===== src/rtl/instr_fetch_unit.sv =====
// rtl/instr_fetch_unit.sv - fetch stage: PC latch, fixed-latency imem read, IR capture, PC advance
module instr_fetch_unit #(
  parameter int ADDR_W  = 16,
  parameter int INSTR_W = 8,
  parameter int MEM_LAT = 2
) (
  input  logic               clk,
  input  logic               rst,
  input  logic [ADDR_W-1:0]  pc_addr,
  input  logic               finish_signal,
  input  logic               fetch_req,
  input  logic               flush,
  output logic [ADDR_W-1:0]  imem_addr,
  output logic               imem_rd,
  input  logic [INSTR_W-1:0] imem_rdata,
  output logic [INSTR_W-1:0] ir_out,
  output logic               ir_valid,
  output logic               pc_inc,
  output logic               busy,
  output logic               halted,
  output logic [15:0]        fetch_count
);

  typedef enum logic [2:0] {
    S_IDLE  = 3'd0,
    S_ISSUE = 3'd1,
    S_WAIT  = 3'd2,
    S_DONE  = 3'd3,
    S_HALT  = 3'd4
  } state_t;

  state_t     state;
  // Counts down the remaining WAIT cycles; 4 bits covers latencies up to 15.
  logic [3:0] wait_cnt;

  // Fetch FSM: every output is set on the edge that enters the state it belongs to.
  always_ff @(posedge clk or posedge rst) begin
    if (rst) begin
      state       <= S_IDLE;
      wait_cnt    <= '0;
      imem_addr   <= '0;
      imem_rd     <= 1'b0;
      ir_out      <= '0;
      ir_valid    <= 1'b0;
      pc_inc      <= 1'b0;
      busy        <= 1'b0;
      halted      <= 1'b0;
      fetch_count <= '0;
    end else begin
      imem_rd  <= 1'b0;
      ir_valid <= 1'b0;
      pc_inc   <= 1'b0;
      case (state)
        S_IDLE: begin
          if (finish_signal) begin
            state  <= S_HALT;
            halted <= 1'b1;
          end else if (fetch_req) begin
            state     <= S_ISSUE;
            imem_addr <= pc_addr;
            imem_rd   <= 1'b1;
            busy      <= 1'b1;
          end
        end
        S_ISSUE: begin
          if (flush) begin
            state <= S_IDLE;
            busy  <= 1'b0;
          end else begin
            wait_cnt <= 4'(MEM_LAT - 1);
            state    <= S_WAIT;
          end
        end
        S_WAIT: begin
          // A flush in the capture cycle wins: the returning word is dropped.
          if (flush) begin
            state <= S_IDLE;
            busy  <= 1'b0;
          end else if (wait_cnt == 4'd0) begin
            ir_out      <= imem_rdata;
            ir_valid    <= 1'b1;
            pc_inc      <= 1'b1;
            fetch_count <= fetch_count + 16'd1;
            state       <= S_DONE;
          end else begin
            wait_cnt <= wait_cnt - 4'd1;
          end
        end
        S_DONE: begin
          busy <= 1'b0;
          if (finish_signal) begin
            state  <= S_HALT;
            halted <= 1'b1;
          end else begin
            state <= S_IDLE;
          end
        end
        S_HALT: begin
          state <= S_HALT;
        end
        default: begin
          state  <= S_IDLE;
          busy   <= 1'b0;
          halted <= 1'b0;
        end
      endcase
    end
  end

endmodule

===== config.mk =====
export PLATFORM = sky130hd
export DESIGN_NAME = instr_fetch_unit
export DESIGN_NICKNAME = d
export VERILOG_FILES = /design/src/rtl/instr_fetch_unit.sv
export SDC_FILE = /design/constraint.sdc
export NUM_CORES = 1
export LEC_CHECK = 0
export ABC_AREA = 0
export BUFFER_PORTS_ARGS = -buffer_cell sky130_fd_sc_hd__buf_2
export CAP_MARGIN = 20
export CORE_MARGIN = 4
export CORE_UTILIZATION = 35
export CTS_CLUSTER_SIZE = 20
export DETAILED_ROUTE_END_ITERATION = 12
export GPL_ROUTABILITY_DRIVEN = 0
export HOLD_SLACK_MARGIN = 0.1
export PLACE_DENSITY = 0.59
export SYNTH_ARGS = -nofsm -noshare
export SYNTH_HDL_FRONTEND = slang
export SYNTH_SLANG_ARGS = --single-unit

===== constraint.sdc =====
create_clock -name clk -period 2.3 [get_ports clk]
set_input_delay 0 -clock clk [delete_from_list [all_inputs] [get_ports clk]]
set_output_delay 0 -clock clk [all_outputs]
set_load 0.1 [all_outputs]

==> results of run 1 <==
-- cells in the final DEF, fill, tap and decap left out, types with 4 or more instances in the layout --
master / Yosys / final
o21ai_0: 4 / 4
clkbuf_8: 0 / 7
buf_4: 1 / 5
nand4_1: 4 / 4
dfrtp_1: 51 / 51
nor2_1: 6 / 6
xnor2_1: 10 / 10
buf_2: 1 / 73
mux2_2: 16 / 16
nand3_1: 8 / 8
xor2_1: 6 / 6
nand2_1: 38 / 38
nor3_1: 7 / 7
inv_1: 6 / 5
dlygate4sd3_1: 0 / 28
-- synthesized netlist by cell type (all sizes together), types with 2 or more instances --
cell    number  area (sq um)
mux2        16           180
nand3        8          40.0
or4b         2          20.0
clkbuf       3          11.3
o21ai        5          25.0
ha           2          25.0
nor4         2          27.5
xnor2       10          87.6
nand4        4          25.0
dfrtp       51          1280
xor2         6          52.6
buf          2          12.5
inv          7          26.3
nor2         6          22.5
nand2       38           143
nor3         7          35.0
-- through the flow --
step           util [%]  hold WS [ps]  setup WS, ps  instances
6_report           50.3           264           190        365
3_5_place_dp       43.9          -130           189        329
4_1_cts            50.3           262           176        365
2_1_floorplan         -           105           187        181
5_1_grt            50.3           290          62.1        365
3_3_place_gp       43.9          -132           280        329
-- sequential cells by signal (all words and copies together), names as in the netlist --
signal / count
busy: 1
fetch_count: 16
halted: 1
imem_addr: 16
imem_rd: 1
ir_out: 8
pc_inc: 1
state: 3
wait_cnt: 4
-- final cells by class --
class	count	share of cell area [%]
sequential	51	43.1
tap	75	3.17
multi-input combinational	118	26.4
clock buffer	8	3.38
timing repair buffer	106	23.1
inverter	7	0.887
-- metal layers --
metal  vias up  global-route usage, %  routed length [microns]
met4         0                   3.88                       25
met3         2                   5.96                      441
li1        824                      -                        -
met2        57                   22.7                     2270
met5         -                      0                        0
met1       785                   18.6                     2110
-- power by group through the flow --
stage	logic (mW)	registers (mW)	clock network [mW]
2_1_floorplan	0.0643	1.41	0
3_3_place_gp	0.588	0.999	0
3_5_place_dp	0.591	0.998	0
4_1_cts	0.628	0.982	0.578
5_1_grt	0.652	0.993	0.628
6_report	0.627	0.984	0.555
-- kinds of logic (layout without fill, tap and decap cells) --
logic type      Yosys count  after routing  synth area share (%)
compound gates           10             10                  2.97
xor+xnor                 16             16                  6.65
fa+ha+maj                 2              2                  1.19
buf+inv                  12            121                  2.37
flops                    51             51                  60.5
mux                      17             17                  9.02
simple gates             73             73                  17.3
-- repair_timing --
| item | 4_1_cts | 5_1_grt |
|---|---|---|
| hold buffers | 28 | 0 |
| endpoints found under the hold margin | 78 | 0 |
| gates resized for setup | 0 | 0 |
| endpoints found under the setup margin | 0 | 0 |
| setup buffers | 0 | 0 |
-- path summary, 6_finish.rpt --
path	endpoint
max	fetch_count[11]$_DFFE_PP0P_
min	imem_addr[13]$_DFFE_PP0P_
max reg2reg	fetch_count[11]$_DFFE_PP0P_
min reg2reg	ir_out[2]$_DFFE_PP0P_
max in group asynchronous	state[0]$_DFFE_PP0P_
min in group asynchronous	imem_addr[5]$_DFFE_PP0P_
-- worst register-to-register path: stages, from the launching register on --
cell and delay, ps:
dfrtp_1 390, inv_1 90, ha_1 200, or3b_2 480
or3_4 430, nor3_1 270, xor2_1 180
==> impl_metrics.py, run 1 <==
metrics = {
    "finish": {
        "finalInstanceArea_sq_mm": 0.00296,
        "n_antenna_cell": 0,
        "multiInputGateArea_sq_um": 782,
        "fill_cells": 549,
        "drive_above_1_share_pct": 36.6,
        "nets": 320,
        "syn_to_final_growth_pct": 40.5,
        "seq_area_sq_mm": 0.00128,
    },
    "power_and_ir_drop": {
        "combPwrFrac_pct": 28.9,
        "seqPwrFrac_pct": 45.4,
        "p_clk_share_pct": 25.6,
        "power_mw": 2.17,
        "switching_share_pct": 37.5,
        "p_sw_uw": 812,
        "ir_drop_mv": 0.659,
        "powerDensity_mw_per_mm2": 731,
        "p_int_mw": 1.35,
        "p_leak_nw": 1.59,
    },
    "clock_tree": {
        "cts_buffer_depth": 2,
        "clkLatencyLatePin_ps": 290,
        "cts_buffers": 5,
        "h-tree-depth": 2,
        "clk_pin_slew_worst_paths_ps": 90,
        "cts_tree": "done",
        "cts_sinks": 51,
        "clock-root-buffer": "clkbuf_8",
    },
    "floorplanning": {
        "die_x_microns": 85.6,
        "row_count": 28,
        "core_area_sq_mm": 0.00589,
        "start_util_pct": 35.8,
        "fp.dieH_microns": 85.6,
        "ios": 74,
        "die-area_sq_mm": 0.00733,
    },
    "critical_path": {
        "worstPathCellList": "inv_1 -> ha_1 -> or3b_2 -> or3_4 -> nor3_1 -> xor2_1",
        "crit_slowest_cell": "or3b_2",
        "cp_num_cells": 6,
        "r2r_start": "wait_cnt[0]$_DFFE_PP0P_",
        "critPathLaunchType": "flip-flop",
        "cp-end-kind": "flip-flop",
        "crit_buf_inv": 1,
        "crit_fanout": 4,
        "startpoint": "wait_cnt[0]$_DFFE_PP0P_",
        "worstPathArrival_ps": 2330,
        "r2r_slack_ps": 190,
        "critical-path-max-stage-delay_ps": 480,
        "cpLargestDelayFamily": "simple AND/OR/NAND/NOR gates",
        "rr_worst_depth": 6,
        "cp.required_ps": 2520,
        "crit_type": "reg -> reg",
    },
    "drt": {
        "num_vias": 1668,
        "wl_per_cell_microns": 13.3,
        "vias_per_cell": 4.57,
        "drc": 0,
        "routed_wl_microns": 4850,
        "dr.first_iter.drc_count": 48,
        "ant_nets": 0,
        "drt_first_pass_iters": 4,
    },
    "synth": {
        "seq_area_frac_synth_pct": 60.5,
        "syn_nets": 212,
        "async_flop_share_pct": 100,
        "synth_area_sq_mm": 0.00211,
        "synthFlopType": "dfrtp_1",
        "ys_ff_latch": 51,
        "syn_inst": 181,
        "synth_cell_types": 32,
        "avgSynthCellArea_sq_um": 11.6,
        "yosysWarnings": 0,
        "synth_edf_count": 0,
    },
    "timing": {
        "setup_tns_ps": 0,
        "skew_ps": 6.08,
        "rsz0062_at_grt": "false",
        "fmax_mhz": 474,
        "min_period_over_period_pct": 91.8,
        "setup_viol": 0,
        "relSlewSlack_pct": 66.9,
        "slew_viol_final": 0,
        "period_minus_slack_ps": 2110,
        "worstMarginPinSlew_ps": 500,
        "finalHoldViolCount": 0,
    },
    "place": {
        "postPlaceCellArea_sq_mm": 0.00258,
        "dp_hpwl_microns": 3260,
        "io_buffers": 73,
    },
    "hold_path": {
        "worstHoldPathCells": 3,
        "hold_path_class": "in -> reg",
        "holdCritStartpoint": "fetch_req",
    },
    "outcome": {
        "status": "finished clean",
    },
    "global_route": {
        "antenna_found_initial": 0,
        "grt_pass1_wl_microns": 8540,
        "grt_pass1_vias": 1762,
        "track_usage_pct": 14.5,
        "grt_start_max_net_pins": 27,
        "gr-total-overflow": 0,
    },
    "job": {
        "cap_violations": 0,
    },
}
Note: power is estimated with default switching activity, not from simulation.
==> run 2: changes to the inputs <==
==> constraint.sdc (replaced) <==
create_clock -name clk -period 2.01 [get_ports clk]
set_input_delay 0 -clock clk [delete_from_list [all_inputs] [get_ports clk]]
set_output_delay 0 -clock clk [all_outputs]
set_load 0.1 [all_outputs]
==> run 2 against run 1 <==
  * Worst hold slack worse by 150 ps
  * Setup slack worse by 42 ps
  * Die area unchanged
  * Combinational power up 14%
  * Clock power up 2%
  * Highest routed layer unchanged
  * Global-route usage down 0.12 points
  * Sequential power up 14%
  * Clock skew down 3.6 ps
  * Critical path depth unchanged
  * Total power up 11%
  * Register-to-register slack worse by 40 ps
==> impl_metrics.py, run 2 (synthesis gave the netlist of run 1 again) <==
metrics = {
    "outcome": {
        "status": "finished clean",
    },
    "place": {
        "dp_hpwl_microns": 3340,
        "io_buffers": 73,
        "pre_cts_slack_ps": -27.2,
    },
    "power_and_ir_drop": {
        "power_mw": 2.40,
        "ir_drop_mv": 0.596,
        "powerDensity_mw_per_mm2": 796,
        "p_leak_nw": 1.62,
    },
    "global_route": {
        "antenna_found_initial": 0,
        "track_usage_pct": 14.4,
        "grt_start_max_net_pins": 52,
        "grt_pass1_vias": 1843,
        "grt_pass1_wl_microns": 8560,
        "gr-total-overflow": 0,
    },
    "critical_path": {
        "critPathLaunchType": "flip-flop",
        "crit_fanout": 3,
        "crit_type": "reg -> reg",
        "worstPathCellList": "inv_1 -> ha_1 -> or3b_4 -> or3_4 -> nor4_4 -> xor2_1",
        "cpLargestDelayFamily": "simple AND/OR/NAND/NOR gates",
        "cp.required_ps": 2230,
        "critical-path-max-stage-delay_ps": 380,
        "cp-end-kind": "flip-flop",
        "worstPathArrival_ps": 2090,
        "crit_buf_inv": 1,
        "crit_slowest_cell": "dfrtp_1",
    },
    "timing": {
        "min_period_over_period_pct": 92.7,
        "fmax_mhz": 537,
        "rsz0062_at_grt": "false",
        "period_minus_slack_ps": 1860,
        "setup_tns_ps": 0,
        "setup_viol": 0,
        "slew_viol_final": 0,
        "worst_slack_ps": 148,
        "finalHoldViolCount": 0,
        "relSlewSlack_pct": 58.1,
        "whs_ps": 112,
        "skew_ps": 2.45,
        "worstMarginPinSlew_ps": 629,
    },
    "drt": {
        "wl_per_cell_microns": 12.9,
        "ant_nets": 0,
        "drc": 0,
        "routed_wl_microns": 4830,
        "num_vias": 1725,
        "vias_per_cell": 4.62,
        "drt_first_pass_iters": 4,
        "dr.first_iter.drc_count": 38,
    },
    "job": {
        "cap_violations": 0,
    },
    "finish": {
        "nets": 328,
        "n_antenna_cell": 0,
        "final_common_cell": "buf_2",
        "fill_cells": 562,
        "multiInputGateArea_sq_um": 790,
        "reg_top3": "fetch_count: 16 flops, imem_addr: 16 flops, ir_out: 8 flops",
        "final_cell_mix": "73 x buf_2, 44 x dfrtp_1, 38 x nand2_1, 26 x dlygate4sd3_1, 16 x mux2_2",
        "drive_above_1_share_pct": 41.3,
        "finish.utilization_pct": 51.2,
        "seq_area_sq_mm": 0.00128,
        "syn_to_final_growth_pct": 43.0,
    },
    "clock_tree": {
        "clock-root-buffer": "clkbuf_8",
        "clkLatencyLatePin_ps": 290,
        "cts_buffers": 5,
        "clk_pin_slew_worst_paths_ps": 90,
        "cts_buffer_depth": 2,
        "cts_tree": "done",
        "cts_sinks": 51,
        "h-tree-depth": 2,
    },
    "floorplanning": {
        "ios": 74,
        "row_count": 28,
        "die-area_sq_mm": 0.00733,
        "die_x_microns": 85.6,
        "start_util_pct": 35.8,
        "fp.dieH_microns": 85.6,
        "core_area_sq_mm": 0.00589,
    },
    "hold_path": {
        "hold_path_class": "in -> reg",
    },
}
run 2: changes by cell type in the layout (fill, tap and decap cells not counted), moves of 2 or more:
cell,delta
buf_4,+10
clkbuf_8,-2
dfrtp_1,-7
dfrtp_2,+7
dlygate4sd3_1,-2
run 2: layer usage:
layer	share of wire, %	global-route usage (%)	wire [microns]
met5	0	0	0
met4	0.83	3.45	40
met3	7.6	4.13	366
met2	50	24.9	2410
met1	42	17.7	2010
run 2: stage by stage:
step,cell area (sq um),instances
floorplan,2120,181
global placement,2660,338
detailed placement,2660,338
CTS,3000,372
global route,3010,373
finish,3010,373
run 2: timing repair:
| item | 4_1_cts | 5_1_grt |
|---|---|---|
| pin swaps | 1 | 0 |
| gates cloned | 0 | 0 |
| setup buffers | 0 | 1 |
| resized for setup | 1 | 1 |
| hold buffers | 26 | 0 |
| endpoints found under the hold margin | 77 | 0 |
| endpoints found under the setup margin | 2 | 5 |
run 2: layout make-up:
| cell class | instances | share of cell area (%) |
|---|---|---|
| Clock inverter | 1 | 0.166 |
| Clock buffer | 7 | 2.53 |
| Timing Repair Buffer | 114 | 24.5 |
| Multi-Input combinational cell | 118 | 26.2 |
| Tap cell | 75 | 3.11 |
| Inverter | 7 | 0.872 |
| Sequential cell | 51 | 42.6 |
run 2: worst paths after layout:
kind / startpoint / endpoint / slack (ps) / depth (start not counted)
setup reg to reg: wait_cnt[0]$_DFFE_PP0P_ / fetch_count[13]$_DFFE_PP0P_ / 150 / 6
hold reg to reg: fetch_count[15]$_DFFE_PP0P_ / fetch_count[15]$_DFFE_PP0P_ / 470 / 1
hold / removal: fetch_req / imem_addr[6]$_DFFE_PP0P_ / 110 / 3
max in group asynchronous: rst / fetch_count[4]$_DFFE_PP0P_ / 1140 / 4
min in group asynchronous: rst / imem_addr[11]$_DFFE_PP0P_ / 410 / 4
setup / recovery: wait_cnt[0]$_DFFE_PP0P_ / fetch_count[13]$_DFFE_PP0P_ / 150 / 6
run 2: report_power, final:
part / internal [mW] / switching (mW) / total (mW)
sequential: 1.09 / 0.0345 / 1.12
clock: 0.245 / 0.319 / 0.564
combinational: 0.141 / 0.571 / 0.712
run 2: worst register-to-register path: stages (launching register included):
cell and delay, ps:
dfrtp_1 380, inv_1 80, ha_1 160, or3b_4 380
or3_4 370, nor4_4 260, xor2_1 170
